--- src/rtl/dp_ram_arbiter_if.sv ---
// One requester's command/response channel into the dual-port RAM arbiter.
// The requester drives the command side (master); the arbiter returns
// grant, read data and the out-of-range pulse (slave).
interface dp_ram_arbiter_if #(
    parameter int DATA_WIDTH   = 8,
    parameter int ADDR_WIDTH_W = 5,
    parameter int ADDR_WIDTH_H = 5
);
    logic                    req;
    logic                    wr;
    logic [ADDR_WIDTH_W-1:0] row;
    logic [ADDR_WIDTH_H-1:0] col;
    logic [DATA_WIDTH-1:0]   wdata;
    logic                    gnt;
    logic                    rvalid;
    logic [DATA_WIDTH-1:0]   rdata;
    logic                    err;

    modport master (
        output req, wr, row, col, wdata,
        input  gnt, rvalid, rdata, err
    );

    modport slave (
        input  req, wr, row, col, wdata,
        output gnt, rvalid, rdata, err
    );
endinterface

--- src/rtl/dp_ram_arbiter.sv ---
// Two-requester round-robin arbiter/sequencer for a synchronous dual-port RAM
// with row/column addressing and a registered read port. Accepts one command
// per cycle, registers the RAM pins, and returns read data three edges after
// the transfer (command reg -> RAM read reg -> response reg), tagged to the
// issuing requester. Out-of-range coordinates never touch the RAM and come
// back as an err pulse in the slot the read data would have used.
module dp_ram_arbiter #(
    parameter int          DATA_WIDTH   = 8,
    parameter int          ADDR_WIDTH_W = 5,
    parameter int          ADDR_WIDTH_H = 5,
    parameter int unsigned ROWS         = 5,
    parameter int unsigned COLS         = 5
) (
    input  logic                    clk,
    input  logic                    rst_n,
    dp_ram_arbiter_if.slave         rq0,
    dp_ram_arbiter_if.slave         rq1,
    output logic                    ram_we,
    output logic [DATA_WIDTH-1:0]   ram_data_in,
    output logic [ADDR_WIDTH_W-1:0] ram_read_addr_1,
    output logic [ADDR_WIDTH_H-1:0] ram_read_addr_2,
    output logic [ADDR_WIDTH_W-1:0] ram_write_addr_1,
    output logic [ADDR_WIDTH_H-1:0] ram_write_addr_2,
    input  logic [DATA_WIDTH-1:0]   ram_data_out
);

    // Response tag travelling alongside the RAM read pipeline.
    typedef struct packed {
        logic valid;
        logic req;
        logic err;
    } tag_t;

    // Requester channels flattened into arrays so per-requester logic can be generated.
    logic [1:0]              req_w;
    logic [1:0]              wr_w;
    logic [ADDR_WIDTH_W-1:0] row_w   [2];
    logic [ADDR_WIDTH_H-1:0] col_w   [2];
    logic [DATA_WIDTH-1:0]   wdata_w [2];
    logic [1:0]              in_range_w;
    logic [1:0]              gnt_w;

    logic                    last_reg;
    logic                    ram_we_reg;
    logic [DATA_WIDTH-1:0]   ram_data_in_reg;
    logic [ADDR_WIDTH_W-1:0] rd_row_reg;
    logic [ADDR_WIDTH_H-1:0] rd_col_reg;
    logic [ADDR_WIDTH_W-1:0] wr_row_reg;
    logic [ADDR_WIDTH_H-1:0] wr_col_reg;
    tag_t                    tag1_reg;
    tag_t                    tag2_reg;

    logic                    xfer_w;
    logic                    sel_w;

    assign req_w[0]   = rq0.req;
    assign req_w[1]   = rq1.req;
    assign wr_w[0]    = rq0.wr;
    assign wr_w[1]    = rq1.wr;
    assign row_w[0]   = rq0.row;
    assign row_w[1]   = rq1.row;
    assign col_w[0]   = rq0.col;
    assign col_w[1]   = rq1.col;
    assign wdata_w[0] = rq0.wdata;
    assign wdata_w[1] = rq1.wdata;

    // Unsigned bounds check per requester; computed for both so the selected one is ready.
    generate
        for (genvar gi = 0; gi < 2; gi++) begin : gen_range
            assign in_range_w[gi] = (32'(row_w[gi]) < ROWS) && (32'(col_w[gi]) < COLS);
        end
    endgenerate

    // Round-robin grant: a lone requester wins; on a tie the one not served last wins.
    always_comb begin
        gnt_w = 2'b00;
        if (req_w[0] && (!req_w[1] || last_reg)) begin
            gnt_w[0] = 1'b1;
        end else if (req_w[1]) begin
            gnt_w[1] = 1'b1;
        end
    end

    assign xfer_w = |gnt_w;
    assign sel_w  = gnt_w[1];

    // Stage 1: register the RAM command pins and launch the response tag.
    always_ff @(posedge clk or negedge rst_n) begin
        if (!rst_n) begin
            last_reg        <= 1'b1;
            ram_we_reg      <= 1'b0;
            ram_data_in_reg <= '0;
            rd_row_reg      <= '0;
            rd_col_reg      <= '0;
            wr_row_reg      <= '0;
            wr_col_reg      <= '0;
            tag1_reg        <= '0;
        end else begin
            ram_we_reg <= 1'b0;
            tag1_reg   <= '0;
            if (xfer_w) begin
                last_reg <= sel_w;
                if (!in_range_w[sel_w]) begin
                    // Leave every RAM pin untouched; only the err response goes out.
                    tag1_reg <= '{valid: 1'b1, req: sel_w, err: 1'b1};
                end else if (wr_w[sel_w]) begin
                    ram_we_reg      <= 1'b1;
                    wr_row_reg      <= row_w[sel_w];
                    wr_col_reg      <= col_w[sel_w];
                    ram_data_in_reg <= wdata_w[sel_w];
                end else begin
                    rd_row_reg <= row_w[sel_w];
                    rd_col_reg <= col_w[sel_w];
                    tag1_reg   <= '{valid: 1'b1, req: sel_w, err: 1'b0};
                end
            end
        end
    end

    // Stage 2: delay the tag while the RAM samples the read address into its output register.
    always_ff @(posedge clk or negedge rst_n) begin
        if (!rst_n) begin
            tag2_reg <= '0;
        end else begin
            tag2_reg <= tag1_reg;
        end
    end

    // Stage 3: per-requester response registers, steered by the delayed tag.
    generate
        for (genvar gi = 0; gi < 2; gi++) begin : gen_resp
            logic                  rvalid_reg;
            logic                  err_reg;
            logic [DATA_WIDTH-1:0] rdata_reg;
            logic                  mine_w;

            assign mine_w = tag2_reg.valid && (tag2_reg.req == 1'(gi));

            // Capture RAM output for this requester's reads; rdata holds on err.
            always_ff @(posedge clk or negedge rst_n) begin
                if (!rst_n) begin
                    rvalid_reg <= 1'b0;
                    err_reg    <= 1'b0;
                    rdata_reg  <= '0;
                end else begin
                    rvalid_reg <= mine_w && !tag2_reg.err;
                    err_reg    <= mine_w && tag2_reg.err;
                    if (mine_w && !tag2_reg.err) begin
                        rdata_reg <= ram_data_out;
                    end
                end
            end
        end
    endgenerate

    assign rq0.gnt    = gnt_w[0];
    assign rq1.gnt    = gnt_w[1];
    assign rq0.rvalid = gen_resp[0].rvalid_reg;
    assign rq1.rvalid = gen_resp[1].rvalid_reg;
    assign rq0.err    = gen_resp[0].err_reg;
    assign rq1.err    = gen_resp[1].err_reg;
    assign rq0.rdata  = gen_resp[0].rdata_reg;
    assign rq1.rdata  = gen_resp[1].rdata_reg;

    assign ram_we           = ram_we_reg;
    assign ram_data_in      = ram_data_in_reg;
    assign ram_read_addr_1  = rd_row_reg;
    assign ram_read_addr_2  = rd_col_reg;
    assign ram_write_addr_1 = wr_row_reg;
    assign ram_write_addr_2 = wr_col_reg;

endmodule

--- src/flat_wrapper.sv ---
// flat-port wrapper written by rule: the top's interface ports become plain ports
module dp_ram_arbiter_flat 
#(
    parameter int          DATA_WIDTH   = 8,
    parameter int          ADDR_WIDTH_W = 5,
    parameter int          ADDR_WIDTH_H = 5,
    parameter int unsigned ROWS         = 5,
    parameter int unsigned COLS         = 5
)
  (clk, rst_n, ram_we, ram_data_in, ram_read_addr_1, ram_read_addr_2, ram_write_addr_1, ram_write_addr_2, ram_data_out, rq0_req, rq0_wr, rq0_row, rq0_col, rq0_wdata, rq0_gnt, rq0_rvalid, rq0_rdata, rq0_err, rq1_req, rq1_wr, rq1_row, rq1_col, rq1_wdata, rq1_gnt, rq1_rvalid, rq1_rdata, rq1_err);
  dp_ram_arbiter_if #(.DATA_WIDTH(DATA_WIDTH), .ADDR_WIDTH_W(ADDR_WIDTH_W), .ADDR_WIDTH_H(ADDR_WIDTH_H)) rq0_i ();
  dp_ram_arbiter_if #(.DATA_WIDTH(DATA_WIDTH), .ADDR_WIDTH_W(ADDR_WIDTH_W), .ADDR_WIDTH_H(ADDR_WIDTH_H)) rq1_i ();
  input  logic clk;
  input  logic rst_n;
  output logic ram_we;
  output logic [DATA_WIDTH-1:0] ram_data_in;
  output logic [ADDR_WIDTH_W-1:0] ram_read_addr_1;
  output logic [ADDR_WIDTH_H-1:0] ram_read_addr_2;
  output logic [ADDR_WIDTH_W-1:0] ram_write_addr_1;
  output logic [ADDR_WIDTH_H-1:0] ram_write_addr_2;
  input  logic [DATA_WIDTH-1:0] ram_data_out;
  input wire logic [$bits(rq0_i.req)-1:0] rq0_req;
  input wire logic [$bits(rq0_i.wr)-1:0] rq0_wr;
  input wire logic [$bits(rq0_i.row)-1:0] rq0_row;
  input wire logic [$bits(rq0_i.col)-1:0] rq0_col;
  input wire logic [$bits(rq0_i.wdata)-1:0] rq0_wdata;
  output wire logic [$bits(rq0_i.gnt)-1:0] rq0_gnt;
  output wire logic [$bits(rq0_i.rvalid)-1:0] rq0_rvalid;
  output wire logic [$bits(rq0_i.rdata)-1:0] rq0_rdata;
  output wire logic [$bits(rq0_i.err)-1:0] rq0_err;
  input wire logic [$bits(rq1_i.req)-1:0] rq1_req;
  input wire logic [$bits(rq1_i.wr)-1:0] rq1_wr;
  input wire logic [$bits(rq1_i.row)-1:0] rq1_row;
  input wire logic [$bits(rq1_i.col)-1:0] rq1_col;
  input wire logic [$bits(rq1_i.wdata)-1:0] rq1_wdata;
  output wire logic [$bits(rq1_i.gnt)-1:0] rq1_gnt;
  output wire logic [$bits(rq1_i.rvalid)-1:0] rq1_rvalid;
  output wire logic [$bits(rq1_i.rdata)-1:0] rq1_rdata;
  output wire logic [$bits(rq1_i.err)-1:0] rq1_err;
  assign rq0_i.req = rq0_req;
  assign rq0_i.wr = rq0_wr;
  assign rq0_i.row = rq0_row;
  assign rq0_i.col = rq0_col;
  assign rq0_i.wdata = rq0_wdata;
  assign rq0_gnt = rq0_i.gnt;
  assign rq0_rvalid = rq0_i.rvalid;
  assign rq0_rdata = rq0_i.rdata;
  assign rq0_err = rq0_i.err;
  assign rq1_i.req = rq1_req;
  assign rq1_i.wr = rq1_wr;
  assign rq1_i.row = rq1_row;
  assign rq1_i.col = rq1_col;
  assign rq1_i.wdata = rq1_wdata;
  assign rq1_gnt = rq1_i.gnt;
  assign rq1_rvalid = rq1_i.rvalid;
  assign rq1_rdata = rq1_i.rdata;
  assign rq1_err = rq1_i.err;
  dp_ram_arbiter #(.DATA_WIDTH(DATA_WIDTH), .ADDR_WIDTH_W(ADDR_WIDTH_W), .ADDR_WIDTH_H(ADDR_WIDTH_H), .ROWS(ROWS), .COLS(COLS)) u_core (.clk(clk), .rst_n(rst_n), .rq0(rq0_i), .rq1(rq1_i), .ram_we(ram_we), .ram_data_in(ram_data_in), .ram_read_addr_1(ram_read_addr_1), .ram_read_addr_2(ram_read_addr_2), .ram_write_addr_1(ram_write_addr_1), .ram_write_addr_2(ram_write_addr_2), .ram_data_out(ram_data_out));
endmodule
--- config.mk ---
export PLATFORM = sky130hd
export DESIGN_NAME = dp_ram_arbiter_flat
export DESIGN_NICKNAME = d
export VERILOG_FILES = /design/src/rtl/dp_ram_arbiter_if.sv /design/src/rtl/dp_ram_arbiter.sv /design/src/flat_wrapper.sv
export SDC_FILE = /design/constraint.sdc
export NUM_CORES = 1
export LEC_CHECK = 0
export BUFFER_PORTS_ARGS = -buffer_cell sky130_fd_sc_hd__buf_2
export CAP_MARGIN = 20
export CORE_ASPECT_RATIO = 1.25
export CORE_UTILIZATION = 47
export CTS_CLUSTER_DIAMETER = 60
export DETAILED_ROUTE_END_ITERATION = 10
export PLACE_DENSITY = 0.8
export SLEW_MARGIN = 0
export SYNTH_ARGS = -nofsm -noshare
export SYNTH_HDL_FRONTEND = slang
export SYNTH_SLANG_ARGS = --single-unit
--- constraint.sdc ---
create_clock -name clk -period 2.3 [get_ports clk]
set_clock_uncertainty 0.2 [all_clocks]
set_input_delay 0.46 -clock clk [delete_from_list [all_inputs] [get_ports clk]]
set_output_delay 0.46 -clock clk [all_outputs]
set_load 0.01 [all_outputs]
Yosys cells after proc, flatten, opt, wreduce, memory -nomap -nowiden --
Cells that the tools add are included.
Operators by class: add/subtract/negate cells 0, multipliers 0, div/mod/pow operators 0, magnitude comparators 6, equal/unequal tests 0, shift-type cells 0, multiplexer cells 22, bitwise gates (word level) 3, reduce and logical (&&, ||, !) cells 15
Operators with widths (number):
- $mux 5 | 6
- $mux 8 | 3
- $lt 5x3->1 const B | 4
- $mux 1 | 10
- $logic_and 1x1->1 | 9
- $mux 3 | 3
- $reduce_and 3->1 | 2
- $ge 2x2->1 const B | 1
- $logic_not 1->1 | 2
- $lt 1x2->1 const B | 1
- $not 1->1 | 2
- $not 1->2 | 1
- $reduce_or 2->1 | 1
- $logic_or 1x1->1 | 1
Word-level totals: flip-flop bits (word level) 56, bits in latches 0, bits in writable memories 0, ROM bits 0, bits of input ports 50, output and inout bits 51, logic and storage cells 65, memories kept 0

Logic depth before layout (Yosys ltp) --
Gate-level depths: netlist (run 1).
word-level depth 9, gate-level depth with buffers 7

Worst setup path after synthesis (run 1) --
Ideal clock, no wire load.
path kind input to register, from input rq1_col[3], to register u_core.ram_data_in_reg[0], in the netlist u_core.ram_data_in[0], setup time 125 ps, arrival 1560 ps, data required time 1975 ps, path slack 416 ps, stages 5, path through nor4_2 > and4_2 > a32o_1 > buf_6 > mux2_2
On the way: longest elaborated chain between the ends 5
Ends and longest elaborated chain:
- start: declaration | line flat_wrapper.sv:34 | input wire logic [$bits(rq1_i.col)-1:0] rq1_col;
- $lt 5x3->1 | line dp_ram_arbiter.sv:70 | assign in_range_w[gi] = (32'(row_w[gi]) < ROWS) && (32'(col_w[gi]) < COLS);
- $logic_and 1x1->1 | line dp_ram_arbiter.sv:70
- $mux 1 (implied by the code) (2 in a row) | line dp_ram_arbiter.sv:103 | if (!in_range_w[sel_w]) begin
- $reduce_and 3->1 (no line)
- end signal: assignment | line dp_ram_arbiter.sv:110 | ram_data_in_reg <= wdata_w[sel_w];
- end: declaration | line dp_ram_arbiter.sv:45 | logic [DATA_WIDTH-1:0] ram_data_in_reg;
No other way between the ends. The select of a mux whose other input is x is not followed. A chain may end at the register's enable or synchronous reset.

Final worst setup path (run 1) --
from register u_core.last_reg, to output rq1_gnt
On the way: longest elaborated chain between the ends 3
Ends and longest elaborated chain:
- start: declaration | line dp_ram_arbiter.sv:43 | logic last_reg;
- start signal: assignment | line dp_ram_arbiter.sv:102 | last_reg <= sel_w;
- $logic_or 1x1->1 | line dp_ram_arbiter.sv:77 | if (req_w[0] && (!req_w[1] || last_reg)) begin
- $logic_and 1x1->1 | line dp_ram_arbiter.sv:77
- $mux 1 | line dp_ram_arbiter.sv:77
- end: declaration | line flat_wrapper.sv:36 | output wire logic [$bits(rq1_i.gnt)-1:0] rq1_gnt;
No other way between the ends.

==> metrics.yaml, run 1 <==
hold_path_class: "reg2reg"
power_leakage_nw: 1.61
avgRoutedWirePerCell_um: 12.4
cts-root-buf: "clkbuf_8"
cts_tree: "yes"
synthAdderAreaFrac: 0
fmax_mhz: 467
vias: 1694
synth_warnings: 0
initial_core_util: 0.486
async_flop_share: 1.00
syn-instance-count: 185
coreArea_um2: 4690
grt_pass1_wl_um: 7200
worstSetupEndpointType: "output port"
muxShareOfSynthArea: 0.197
firstDrtPassIters: 7
final_net_count: 346
ant_nets: 0
std_cell_rows: 28
cts-buffers-inserted: 5
synth-simple-area-share: 0.0992
die_area_um2: 5140
cts_setup_buffers: 0
numPortBuffers: 100
status: "finished with violations"
io_pins: 101
dp.cells: 348
whs_ns: 0.153
required_ns: 1.64
htree_levels: 2
grt_pass1_vias: 1655
syn-cell-area_um2: 2280
ff2ff_setup_slack_ns: 0.38
drtIter0Drc: 60
finalCriticalPeriod_ns: 2.14
cp.arrival_ns: 1.48
setup_slack_ns: 0.159
critPathKind: "reg2out"
synth_top_family_by_area: "multiplexers"
hpwl_um: 3490
viasPerCell: 4.75
timing.final.crit_share: 0.931
syn-num-nets: 235
insertion_delay_ns: 0.29
antenna-diode-count: 0
ys_types: 28
area_delta_synth_final_pct: 31.1
rsz0062_at_grt: "no"
crit_fanout: 11
hold_violations: 0
drc_errors: 1
die_w_um: 64.3
routed_wl_um: 4420
cts.sinks: 56
yosysTopAreaCell: "dfrtp_1"
yosys_register_bits: 56
synth_compound_area_frac: 0.0258
slew_headroom: 0.614
antenna_found_initial: 0
finalSetupTns_ns: 0
cp-start-kind: "flop"
synth_most_common_cell: "dfrtp_1"
synthXorXnorAreaFrac: 0
yosysSeqAreaShare: 0.614
cts.path.max_buffers: 2
synthFlopType: "dfrtp_1"
power_per_cell_area_nw_per_um2: 870
n_fill_cell: 379
ys_top_cells_by_count: "55 x dfrtp_1, 28 x nand2_1, 24 x mux2_2, 22 x inv_1, 18 x mux2i_1"
instances_no_fill: 357
maxCapViolCount: 0
failed_checks: "design-rule violations"
drive_above_1_share: 0.492
synth.avg_cell_area_um2: 12.3
ir_drop_mv: 0.465
yosys.area.top_type_share: 0.603
grt_max_degree: 27
fin_util: 0.638
slew_viol_final: 0
gp_congestion: 0.731
clk_pin_slew_ns: 0.09
grt.total_usage: 0.185
synth.area.top_cells: "dfrtp_1 60%, mux2_2 12%, mux2i_1 7.9%"
worst_pin_slew_ns: 0.579
place_ws_ns: 0.120
synth_edf_count: 0
grt-ovfl-total: 0
dieHeight_um: 79.9
finalSetupViolCount: 0
-- metal layers --
layer,track usage,part of all wire,vias to the layer above
li1,-,-,820
met1,0.224,0.43,779
met2,0.325,0.47,89
met3,0.0343,0.079,6
met4,0.0667,0.016,0
met5,0,0,-
-- path summary, 6_finish.rpt --
path	startpoint	endpoint	cells after the start
worst min register to register	u_core.tag1_reg[0]$_DFF_PN0_	u_core.tag2_reg[0]$_DFF_PN0_	0
worst max-delay path	u_core.last_reg$_DFFE_PN1P_	rq1_gnt	5
max in group asynchronous	rst_n	u_core.ram_write_addr_1[4]$_DFFE_PN0P_	3
worst min-delay path	u_core.tag1_reg[0]$_DFF_PN0_	u_core.tag2_reg[0]$_DFF_PN0_	0
worst max register to register	u_core.last_reg$_DFFE_PN1P_	u_core.ram_data_in[6]$_DFFE_PN0P_	6
min in group asynchronous	rst_n	u_core.ram_write_addr_1[2]$_DFFE_PN0P_	2
-- placed cells by master (no fill, tap or decap), types with 2 or more instances in the layout --
cell / count
buf_2: 100
dfrtp_1: 55
nand2_1: 28
mux2_2: 24
inv_1: 22
mux2i_1: 18
nor2_1: 10
buf_4: 7
clkbuf_8: 5
o21ai_0: 4
and3_2: 2
a32o_1: 2
-- per-stage QoR --
step	instance area (um2)	total power (W)
2_1_floorplan	2280	0.00168
3_3_place_gp	2880	0.00200
3_5_place_dp	2880	0.00202
4_1_cts	2990	0.00264
5_1_grt	2990	0.00276
6_report	2990	0.00261
-- layout make-up --
cell class | count | area (um2) | share of cell area
multi-input combinational | 100 | 736 | 0.246
clock buffer | 6 | 72.6 | 0.0242
sequential | 56 | 1400 | 0.468
timing repair buffer | 109 | 583 | 0.195
clock inverter | 2 | 35.0 | 0.0117
tap | 60 | 75.1 | 0.0251
inverter | 24 | 90.1 | 0.0301
-- power breakdown --
group / switching, W / internal [W]
logic: 0.000349 / 0.000329
registers: 0.000108 / 0.00121
clock network: 0.000287 / 0.000323
total: 0.000744 / 0.00186
-- timing repair --
action                     CTS  global route
setup endpoints to repair    0             0
hold endpoints to repair    23             0
resized for setup            0             0
hold buffers                 1             0
-- cell families (layout without fill, tap and decap cells) --
logic type,Yosys count,in the layout
AOI/OAI and AO/OA,9,9
and+or+nand+nor,49,49
DFF,56,56
buffers and inverters,29,141
muxes,42,42
-- worst max-delay path, stage by stage (launching register included) --
cell and delay, ns:
dfstp_2 0.55, nand2_1 0.06, nand2_1 0.12, inv_2 0.12, buf_4 0.19, buf_2 0.14
(Power assumes the default switching activity.)
==> run 2, diff against run 1 <==
--- a/config.mk
+++ b/config.mk
@@ -8,10 +8,9 @@
 export BUFFER_PORTS_ARGS = -buffer_cell sky130_fd_sc_hd__buf_2
 export CAP_MARGIN = 20
 export CORE_ASPECT_RATIO = 1.25
-export CORE_UTILIZATION = 47
+export CORE_UTILIZATION = 30
 export CTS_CLUSTER_DIAMETER = 60
 export DETAILED_ROUTE_END_ITERATION = 10
-export PLACE_DENSITY = 0.8
 export SLEW_MARGIN = 0
 export SYNTH_ARGS = -nofsm -noshare
 export SYNTH_HDL_FRONTEND = slang
==> metrics.yaml, run 2 (synthesis results as in run 1) <==
status: "finished, final reports clean"
initial_core_util: 0.310  # -0.176
cp.arrival_ns: 1.33  # -0.15 ns
grt_pass1_vias: 1603  # -3.1%
grt_max_degree: 36  # +33%
grt_pass1_wl_um: 7670  # +6.4%
maxCapViolCount: 0  # unchanged
required_ns: 1.64  # about the same
critPathKind: "reg2out"
fmax_mhz: 503  # +7.7%
met1_length_um: 2330  # +21%
maxUsedRoutingLayer: "met4"
place_ws_ns: 0.127  # +0.00664 ns
stdcell_area_um2: 3030  # +1.3%
worstSetupEndpointType: "output port"
vias: 1677  # -1.0%
firstDrtPassIters: 4  # -3
power_leakage_nw: 1.60  # about the same
die_w_um: 80.0  # +24%
final_net_count: 346  # unchanged
timing.final.crit_share: 0.864  # -0.0662
hpwl_um: 3910  # +12%
setup_slack_ns: 0.312  # +0.152 ns
clk_pin_slew_ns: 0.10  # about the same
drive_above_1_share: 0.495  # +0.00337
insertion_delay_ns: 0.30  # about the same
cts_tree: "yes"
placed_cell_area_um2: 2930  # +1.8%
ir_drop_mv: 0.351  # -24%
slew_viol_final: 0  # unchanged
io_pins: 101  # unchanged
wl_met3_um: 338  # -2.9%
cts-buffers-inserted: 5  # unchanged
grt.total_usage: 0.126  # -0.0588
ant_nets: 0  # unchanged
std_cell_rows: 35  # +25%
antenna_found_initial: 0  # unchanged
gp_congestion: 0.725  # -0.83%
final_common_cell: "buf_2"
finalSetupViolCount: 0  # unchanged
avgRoutedWirePerCell_um: 12.8  # +3.4%
slew_headroom: 0.659  # +0.0442
reg2regPathDepth: 6  # unchanged
dieHeight_um: 99.5  # +25%
numPortBuffers: 100  # unchanged
cp-start-kind: "flop"
route.met2.wl_um: 2280  # +9.5%
rsz0062_at_grt: "no"
finalCriticalPeriod_ns: 1.99  # -0.152 ns
power_per_cell_area_nw_per_um2: 838  # -3.7%
cts_setup_buffers: 0  # unchanged
dp.cells: 380  # +9.2%
cts.path.max_buffers: 2  # unchanged
drtIter0Drc: 79  # +32%
drc_errors: 0  # -1
finalSetupTns_ns: 0  # unchanged
antenna-diode-count: 0  # unchanged
viasPerCell: 4.31  # -9.1%
worst_pin_slew_ns: 0.512  # -0.0663 ns
hold_path_class: "in2reg"
die_area_um2: 7970  # +55%
grt-ovfl-total: 0  # unchanged
cts.sinks: 56  # unchanged
fin_util: 0.412  # -0.226
layout_common_cells: "100 x buf_2, 55 x dfrtp_1, 28 x nand2_1, 24 x mux2_2, 22 x inv_1"
coreArea_um2: 7360  # +57%
hold_violations: 0  # unchanged
area_delta_synth_final_pct: 32.8
routed_wl_um: 4990  # +13%
crit_fanout: 11  # unchanged
htree_levels: 2  # unchanged
instances_no_fill: 389  # +9.0%
whs_path_depth: 3  # +3
cts-root-buf: "clkbuf_8"
==> run 2: repair_timing <==
item,in CTS,in global routing
resized for setup,0,0
hold endpoints to repair,21,0
hold buffers,1,0
==> run 2: metrics by stage <==
step                      hold WS, ns  power (W)
after floorplan               -0.0356    0.00168
after global placement          0.138    0.00201
after detailed placement        0.136    0.00203
after CTS                       0.153    0.00258
after global routing            0.144    0.00270
final                           0.159    0.00254
==> run 2: path summary, 6_finish.rpt <==
kind,slack [ns],end,from
min reg2reg,0.16,u_core.tag2_reg[1]$_DFF_PN0_,u_core.tag1_reg[1]$_DFF_PN0_
min in group asynchronous,0.45,u_core.rq1.rvalid$_DFF_PN0_,rst_n
min,0.16,u_core.rq1.rdata[4]$_DFFE_PN0P_,ram_data_out[4]
max,0.31,rq1_gnt,u_core.last_reg$_DFFE_PN1P_
max in group asynchronous,0.82,u_core.last_reg$_DFFE_PN1P_,rst_n
max reg2reg,0.37,u_core.ram_data_in[2]$_DFFE_PN0P_,u_core.last_reg$_DFFE_PN1P_
==> run 2: final cells by class <==
cell class	instances	area, um2
Fill cell	741	4330
Sequential cell	56	1400
Multi-Input combinational cell	100	736
Timing Repair Buffer	109	596
Tap cell	92	115
Inverter	24	90.1
Clock buffer	6	82.6
Clock inverter	2	10.0
==> run 2: critical path: stages, from the launching register on <==
cell	delay, ns
dfstp_2	0.55
nand2_1	0.06
nand2_1	0.12
inv_2	0.13
buf_2	0.16
==> run 2: per-layer routing <==
metal	vias to the layer above	global-route usage
met1	777	0.164
met5	-	0
met2	76	0.203
met4	0	0.0371
li1	820	-
met3	4	0.0349
==> run 2: power by group <==
part	switching [W]	total, W	internal [W]
Sequential	0.000107	0.00132	0.00121
Combinational	0.000352	0.000682	0.000330
Clock	0.000302	0.000543	0.000241
Total	0.000761	0.00254	0.00178
